--- config.mk ---
export PLATFORM = sky130hd
export DESIGN_NAME = free_list
export DESIGN_NICKNAME = d
export VERILOG_FILES = /design/src/rtl/free_list.sv
export SDC_FILE = /design/constraint.sdc
export NUM_CORES = 1
export LEC_CHECK = 0
export CAP_MARGIN = 30
export CELL_PAD_IN_SITES_DETAIL_PLACEMENT = 2
export CELL_PAD_IN_SITES_GLOBAL_PLACEMENT = 2
export CORE_MARGIN = 4
export CORE_UTILIZATION = 40
export CTS_CLUSTER_SIZE = 30
export DETAILED_ROUTE_END_ITERATION = 10
export HOLD_SLACK_MARGIN = 0.15
export PLACE_DENSITY_LB_ADDON = 0.25
export SETUP_SLACK_MARGIN = 0.4
export SLEW_MARGIN = 20
export SYNTH_ARGS = -nofsm -noshare
export SYNTH_HDL_FRONTEND = slang
export SYNTH_SLANG_ARGS = --single-unit
--- constraint.sdc ---
create_clock -name clock -period 6.8 [get_ports clock]
set_input_delay 1.36 -clock clock [delete_from_list [all_inputs] [get_ports clock]]
set_output_delay 1.36 -clock clock [all_outputs]
set_load 0.01 [all_outputs]
--- src/rtl/free_list.sv ---
// Circular free list of physical-register tags with head checkpoint/rollback.
// Optional FREE_LIST_BYPASS_EN: an empty-list allocate may take the tag freed in the same cycle.
module free_list #(
  parameter int NUM_PR = 64,
  parameter int NUM_AR = 32,
  parameter int NUM_FL = NUM_PR - NUM_AR,
  parameter int PRW    = $clog2(NUM_PR),
  parameter int PW     = $clog2(NUM_FL) + 1
) (
  input  logic           clock,
  input  logic           reset,
  input  logic           en,
  input  logic           dispatch_en,
  output logic [PRW-1:0] T_out,
  output logic           alloc_valid,
  input  logic           free_en,
  input  logic [PRW-1:0] T_old_in,
  input  logic           checkpoint_en,
  input  logic           rollback_en,
  output logic           empty,
  output logic           full,
  output logic [PW-1:0]  free_count,
  output logic           overflow_err
);

  localparam int IW = PW - 1;

  logic [PRW-1:0] entry_reg [NUM_FL];
  logic [PW-1:0]  head_reg, head_next;
  logic [PW-1:0]  tail_reg, tail_next;
  logic [PW-1:0]  ckpt_head_reg, ckpt_head_next;
  logic           overflow_err_reg;
  logic           alloc_fire, free_fire, bypass_fire;
  logic [IW-1:0]  head_idx, tail_idx;

  assign head_idx = head_reg[IW-1:0];
  assign tail_idx = tail_reg[IW-1:0];

  assign empty = (head_reg == tail_reg);
  assign full  = (head_idx == tail_idx) && (head_reg[PW-1] != tail_reg[PW-1]);

`ifdef FREE_LIST_BYPASS_EN
  assign bypass_fire = en && dispatch_en && free_en && empty && !rollback_en;
`else
  assign bypass_fire = 1'b0;
`endif

  assign alloc_fire  = en && dispatch_en && !empty && !rollback_en;
  assign alloc_valid = alloc_fire || bypass_fire;
  assign T_out       = bypass_fire ? T_old_in : entry_reg[head_idx];
  // A bypassed tag never touches the array, so it must not also be enqueued.
  assign free_fire   = en && free_en && !full && !bypass_fire;

  assign free_count   = tail_reg - head_reg;
  assign overflow_err = overflow_err_reg;

  always_comb begin
    head_next      = head_reg;
    tail_next      = tail_reg;
    ckpt_head_next = ckpt_head_reg;
    if (en && rollback_en)
      head_next = ckpt_head_reg;
    else if (alloc_fire)
      head_next = head_reg + PW'(1);
    if (free_fire)
      tail_next = tail_reg + PW'(1);
    // Rollback wins over a simultaneous checkpoint; the saved head is kept.
    if (en && checkpoint_en && !rollback_en)
      ckpt_head_next = head_next;
  end

  always_ff @(posedge clock or posedge reset) begin
    if (reset) begin
      head_reg         <= '0;
      tail_reg         <= {1'b1, {IW{1'b0}}};
      ckpt_head_reg    <= '0;
      overflow_err_reg <= 1'b0;
    end else begin
      head_reg      <= head_next;
      tail_reg      <= tail_next;
      ckpt_head_reg <= ckpt_head_next;
      if (en && free_en && full)
        overflow_err_reg <= 1'b1;
    end
  end

  genvar gi;
  generate
    for (gi = 0; gi < NUM_FL; gi++) begin : g_entry
      always_ff @(posedge clock or posedge reset) begin
        if (reset)
          entry_reg[gi] <= PRW'(NUM_AR + gi);
        else if (free_fire && (tail_idx == IW'(gi)))
          entry_reg[gi] <= T_old_in;
      end
    end
  endgenerate

endmodule

Word level (Yosys, flattened, before mapping)

Index checks and enable logic that the tools add are counted.

Add/sub/neg operators: 3
Eq/ne operators: 34
Muxes and demuxes: 5
Bitwise operators: 1
Reductions and logical operators: 46
Magnitude comparators: 1

Operators with widths:

| kind                  | number |
|---|---|
| $eq A5 B5 Y1 const B  | 16 |
| $logic_and A1 B1 Y1   | 42 |
| $eq A5 B4 Y1 const B  | 8 |
| $bmux W6 S5           | 1 |
| $mux W6               | 4 |
| $eq A5 B3 Y1 const B  | 4 |
| $add A6 B1 Y6 const B | 2 |
| $eq A5 B2 Y1 const B  | 2 |
| $eq A6 B6 Y1          | 1 |
| $ge A6 B6 Y1 const B  | 1 |
| $not A5 Y6            | 1 |
| $sub A6 B6 Y6         | 1 |
| $eq A5 B1 Y1 const B  | 1 |
| $eq A5 B5 Y1          | 1 |
| $logic_not A5 Y1      | 1 |
| $logic_not A1 Y1      | 3 |
| $ne A1 B1 Y1          | 1 |

Output and inout port bits: 16
Input bits: 13
Logic and storage cells: 126
Register bits after elaboration: 211

Longest topological paths before layout

Gate-level depths: netlist of the first run.

Word-level depth: 6
Gate-level depth with buffers: 11
Mapped depth without buffers: 7

Worst setup path after synthesis of the first run

No wires, ideal clock.

Kind: register -> output
From: register head_reg[2]
To: output port alloc_valid
Data arrival time: 2118 ps
Data required time: 5440 ps
Setup slack: 3322 ps
Cell stages (with the launch flop): 11
Path buffers: 5
Cells stage by stage: dfrtp_1 > buf_2 > buf_2 > buf_2 > inv_1 > ha_1 > and4_1 > buf_2 > a31o_2 > buf_6 > inv_1

Word-level cells in the longest chain between the ends: 4

RTL lines:

| item                             | line | RTL |
|---|---|---|
| start: declaration               | 29   | `logic [PW-1:0] head_reg, head_next;` |
| start signal: assignment         | 79   | `head_reg <= head_next;` |
| $eq A6 B6 Y1                     | 39   | `assign empty = (head_reg == tail_reg);` |
| $logic_not A1 Y1                 | 48   | `assign alloc_fire = en && dispatch_en && !empty && !rollback_en;` |
| $logic_and A1 B1 Y1 (2 in a row) | 48   |  |
| end: declaration                 | 15   | `output logic alloc_valid,` |

Every way passes these cells.

Worst setup path in the final report of the first run

Ends and elaborated chain as after synthesis.

==> summary.md, run 1 <==
| Metric | Value |
|---|---|
| Pre-Repair DR Iteration Count | 4 |
| Worst Setup Start Kind | register |
| F_max | around 200 MHz |
| Sw power | around 1700 µW |
| Final cell count without fillers | about 1,100 |
| Cell Rows | slightly below 60 |
| CP dominant cell by count | inv_1 |
| Arrival @ worst endpoint | roughly 3.5 ns |
| Critical Path Sink Type | output port |
| Final period util | 0.716 |
| Largest net degree at the start of global routing | about 110 |
| Yosys top cell area share | 0.291 |
| Core ar. | between 20,000 and 30,000 µm² |
| Worst EP required | roughly 5.4 ns |
| GPL Wtd Cong | roughly 0.77 |
| Dominant synthesized flop cell | dfstp_2 |
| Utilization after layout | 0.462 |
| Initial Util | 0.406 |
| Final Hold Slack | roughly 0.48 ns |
| Final Routed Wirelength | 27,800 µm |
| CTS root buffer | clkbuf_16 |
| Die extent in x | roughly 170 µm |
| RSZ-0062 raised after global routing | false |
| Skew-Pair Late Insertion Delay | around 0.52 ns |
| Post-route setup TNS | 0 ns |
| Diodes inserted | 0 |
| Max-cap violation count | 0 |
| Post-route ant nets | 0 |
| Reg power frac | 0.435 |
| Share of cells above drive strength 1 | 0.585 |
| Die area | between 20,000 and 30,000 µm² |
| Int Power | approximately 3600 µW |
| Seq cells post-synth | 211 |
| Clock Power Share | 0.243 |
| R2R setup slack | between 3 and 4 ns |
| Mapped Area | between 10,000 and 15,000 µm² |
| Buf/Inv on CP | 3 |
| Syn-to-layout area delta | 13.7% |
| Register area share after synthesis | 0.531 |
| GRT Total Usage | 0.201 |
| DR iter-0 viols | about 290 |
| Mapped Cells | roughly 690 |
| Detailed-placement wirelength estimate | around 18,000 µm |
| Port Buffer Count | 28 |
| Combinational fraction of design power | 0.322 |
| Final worst slack | around 1.9 ns |
| CP cell instances | inv_1, ha_1, and4_1, a31o_2, inv_1, clkdlybuf4s50_1 |
| Post-CTS setup buffers | 0 |
| Via count | around 6,000 |
| Post-synthesis cell type count | between 40 and 50 |
| Worst hold path type | reg -> reg |
| Hold-fix buffers, CTS | 0 |
| Placed Cells | roughly 1,000 |
| Max incr delay on CP | around 0.96 ns |
| Layout net count | between 700 and 800 |
| Slowest CP cell | dfrtp_4 |
| PostCTS Resize Cnt | 0 |
| Hold_sp | overflow_err |
| Setup CP Type | reg -> out |
| Synth area leaders | dfstp_2 29%, dfrtp_1 24%, mux2_2 21% |
| Mean Syn Cell Area | around 15 µm² |
| CTS buffer count | 24 |
| Crit path from | head_reg[2] |
| Number of global-route vias before repair | between 7,000 and 8,000 |
| Measured slew at the worst slew-check pin | 0.893 ns |
| Clock skew | 0.0161 ns |
| Fill cell count | between 2,000 and 2,500 |
| Synth top cells by count | 190 x mux2_2, 113 x dfstp_2, 98 x dfrtp_1 |
| Max VDD drop | approximately 0.21 mV |
| Clock Tree Buf Depth | 3 |
| Die H | 168 µm |
| CP delay by family, top | flip-flops |
| Final min period | 4.87 ns |
| Final Hold Fails | 0 |
| Place WS | ~2.2 ns |
| Pwr dens | between 400 and 500 nW/µm² |
| Drt via density | approximately 5.7 |
| CTS tree | yes |
| YS warnings | 0 |
| Async S/R FF share, synth | 1.00 |
| Initial antenna violation count | 0 |
| Multi-input logic area | approximately 4500 µm² |
| Final setup fails | 0 |
| Top-count cell post-synth | mux2_2 |
| First-pass GRT wire length | around 44,000 µm |
| Register area | ~5400 µm² |
| Max-slew violations | 0 |
| Reg clk slew, reported paths | 0.06 ns |
| GRT overflow | 0 |
| Switching portion of total power | 0.320 |
| Cell taking the most area after synthesis | dfstp_2 |
| Post-Syn Nets | ~700 |
| Avg WL per Cell | between 20 and 30 µm |
| Maximum fanout along the worst path | 52 |
| Clock sink total | 211 |
| Io pins | 29 |
| R2R Path Start | head_reg[2] |
| Slew headroom | 0.405 |
| H-Tree Depth | 1 |
| LEAKAGE | 0.00481 µW |
| EDFF count, synth | 0 |
| Largest register FFs | around 190 |
| Status | finished clean |
| DRC | 0 |
cell families after synthesis:
kind of cell | after synthesis | share of synthesized area
adders and majority gates | 13 | 0.0167
DFF | 211 | 0.531
buffers and inverters | 61 | 0.0250
muxes | 241 | 0.318
xor gates and xnor gates | 11 | 0.0102
AOI/OAI and AO/OA | 56 | 0.0405
and+or+nand+nor | 99 | 0.0588
area by class of cell:
type,count,share of cell area
well taps,330,0.0355
inverters,19,0.00646
clock buffers,35,0.0614
flip-flops and latches,211,0.467
repair buffers,38,0.0327
multi-input cells,420,0.391
clock inverters,9,0.00603
placed cells by master, fill, tap and decap left out, drive strengths merged, types with 8 or more instances in the layout:
cell	instances
dfrtp	98
nand3	17
mux2	192
inv	18
clkdlybuf4s50	28
nor2	35
mux4	48
nand2	17
clkinv	8
dfstp	113
xnor2	9
ha	12
clkbuf	35
buf	10
o22ai	24
power by group through the flow:
stage	Sequential (µW)	Clock [µW]	Combinational [µW]
after floorplan	2070	0	1280
after global placement	2250	0	1630
after detailed placement	2300	0	1700
after CTS	2300	1310	1720
after global routing	2360	1380	1830
final	2290	1280	1690
worst paths after layout:
kind                                       end  cells past startpoint
worst max-delay path               alloc_valid                      6
worst min register to register    overflow_err                      1
min in group asynchronous       entry_reg[150]                      2
worst min-delay path              overflow_err                      1
worst max register to register  entry_reg[177]                      6
max in group asynchronous        entry_reg[38]                      4
metrics by stage:
step                      total power, µW  area, µm²
after floorplan                      3350      10200
after global placement               3880      10800
after detailed placement             4010      10800
after CTS                            5330      11600
after global routing                 5570      11600
final                                5260      11600
layer usage:
layer | global-route usage | share of wire | routed length [µm] | vias up
met1 | 0.272 | 0.44 | 12100 | 3296
li1 | - | - | - | 2623
met5 | 0 | 0 | 0 | -
met2 | 0.341 | 0.50 | 13900 | 99
met3 | 0.0293 | 0.035 | 964 | 46
met4 | 0.0508 | 0.027 | 752 | 0
Power figures use the tool's default switching activity.
==> run 2: changes to the inputs <==
==> constraint.sdc (replaced) <==
create_clock -name clock -period 4.3 [get_ports clock]
set_input_delay 0.86 -clock clock [delete_from_list [all_inputs] [get_ports clock]]
set_output_delay 0.86 -clock clock [all_outputs]
set_load 0.01 [all_outputs]
==> run 2 against run 1 <==
  * Setup slack worse by 1.4 ns
  * Worst hold slack gained 0.0066 ns
  * Design area up 2.3%
  * Global-route usage decreased by 0.10 points
  * Die area is the same
  * Clock power rose by 80%
  * Non-clock buffer count is 7 higher
  * Power rose by 66%
  * Critical endpoint is now T_out[3]
  * Largest cell class unchanged
==> summary.md, run 2 (same netlist as run 1, synthesis figures left out) <==
| Metric | Value |
|---|---|
| Final cell count without fillers | 1,071 |
| Placed Cells | approximately 1,000 |
| Final period util | 0.880 |
| Switching portion of total power | 0.313 |
| Reg power frac | 0.403 |
| M1 wire length | roughly 12,000 µm |
| Initial Util | 0.406 |
| Avg WL per Cell | around 26 µm |
| Via count | 6,069 |
| Instance count on the critical path | 5 |
| Pre-Repair DR Iteration Count | 4 |
| Max-slew violations | 0 |
| CTS tree | yes |
| Diodes inserted | 0 |
| Combinational fraction of design power | 0.332 |
| Buf/Inv on CP | 2 |
| Final Hold Fails | 0 |
| Status | finished clean |
| Hold-critical path depth | 1 |
| Met3 routed WL | between 900 and 1000 µm |
| CP delay by family, top | buffers and inverters |
| Final setup fails | 0 |
| First-pass GRT wire length | around 44,000 µm |
| Detailed-placement wirelength estimate | approximately 19,000 µm |
| Maximum fanout along the worst path | 18 |
| Max incr delay on CP | between 0.6 and 0.7 ns |
| Die H | around 170 µm |
| Met2 WL | approximately 15,000 µm |
| Clock Tree Buf Depth | 3 |
| Die extent in x | roughly 170 µm |
| Clock Power Share | 0.266 |
| Max-cap violation count | 0 |
| Largest register FFs | 192 |
| GRT overflow | 0 |
| Initial antenna violation count | 0 |
| CTS buffer count | 25 |
| Highest metal used | met4 |
| RSZ-0062 raised after global routing | false |
| Drt via density | 5.67 |
| CTS root buffer | clkbuf_16 |
| H-Tree Depth | 1 |
| Arrival @ worst endpoint | between 2 and 3 ns |
| Clock sink total | 211 |
| FF-to-FF path depth | 6 |
| Measured slew at the worst slew-check pin | 0.944 ns |
| F_max | about 260 MHz |
| Io pins | 29 |
| GRT Total Usage | 0.200 |
| GPL Wtd Cong | 0.737 |
| Slew headroom | 0.369 |
| Core ar. | between 20,000 and 30,000 µm² |
| Clock skew | around 0.021 ns |
| Number of global-route vias before repair | 7,009 |
| DRC | 0 |
| Reg clk slew, reported paths | ~0.060 ns |
| CP cell instances | buf_12, mux4_2, o22ai_1, nor4_2, clkdlybuf4s50_1 |
| Syn-to-layout area delta | 16.4% |
| Post-route ant nets | 0 |
| Setup CP Type | reg -> out |
| Critical Path Sink Type | output port |
| Port Buffer Count | 28 |
| Final Routed Wirelength | 28,000 µm |
| Slowest CP cell | dfrtp_4 |
| Most common cell after layout, fill and taps aside | mux2_2 |
| Worst Setup Start Kind | register |
| Max VDD drop | around 0.45 mV |
| Commonest cells after routing, fill and taps aside | 190 x mux2_2, 113 x dfstp_2, 96 x dfrtp_1 |
| Largest net degree at the start of global routing | ~160 |
| Cell Rows | between 50 and 60 |
| LEAKAGE | between 0.004 and 0.005 µW |
| Layout net count | about 750 |
| Die area | ~28,000 µm² |
| Share of cells above drive strength 1 | 0.599 |
| Sw power | 2730 µW |
| Final min period | around 3.8 ns |
| Worst EP required | ~3.4 ns |
| Skew-Pair Late Insertion Delay | between 0.5 and 0.6 ns |
| Worst hold path type | reg -> reg |
| Int Power | 5980 µW |
| DR iter-0 viols | ~270 |
| Post-route setup TNS | 0 ns |
| Pwr dens | ~730 nW/µm² |
run 2: timing repair:
item,in CTS,in global routing
setup endpoints to repair,7,5
setup buffers,3,0
hold buffers,0,0
gates resized for setup,2,6
cloned,0,0
run 2: path summary, 6_finish.rpt:
check | endpoint | slack (ns) | from
max | T_out[3] | 0.51 | head_reg[0]
min | overflow_err | 0.48 | overflow_err
max reg2reg | entry_reg[177] | 1.32 | head_reg[3]
min reg2reg | overflow_err | 0.48 | overflow_err
max in group asynchronous | head_reg[0] | 2.71 | reset
min in group asynchronous | ckpt_head_reg[4] | 0.89 | reset
run 2: metrics by stage:
step                      setup WS [ns]  total power, µW  hold slack, ns  instance area (µm²)   util
final                             0.514             8710           0.484                11900  0.472
after global routing              0.407             9190           0.519                11900  0.472
after CTS                         0.404             8790           0.492                11900  0.471
after detailed placement          0.848             6340           0.477                10900  0.433
after global placement            0.837             6120           0.453                10800  0.430
after floorplan                   0.790             5300           0.449                10200      -
run 2: layout make-up:
| type | instances | area, µm² |
|---|---|---|
| flip-flops and latches | 211 | 5430 |
| clock inverters | 12 | 203 |
| multi-input cells | 420 | 4570 |
| well taps | 330 | 413 |
| inverters | 19 | 75.1 |
| repair buffers | 45 | 490 |
| clock buffers | 34 | 709 |
| fillers | 2296 | 13300 |
run 2: routing by layer:
layer,vias to the layer above,global-route usage
li1,2647,-
met3,25,0.0272
met1,3318,0.264
met2,79,0.353
met5,-,0
met4,0,0.0406
run 2: power by group through the flow:
stage	clock (µW)	combinational (µW)	sequential, µW
detailed placement	0	2800	3550
floorplan	0	2020	3280
global placement	0	2670	3450
finish	2310	2890	3510
global route	2490	3100	3590
CTS	2380	2900	3510
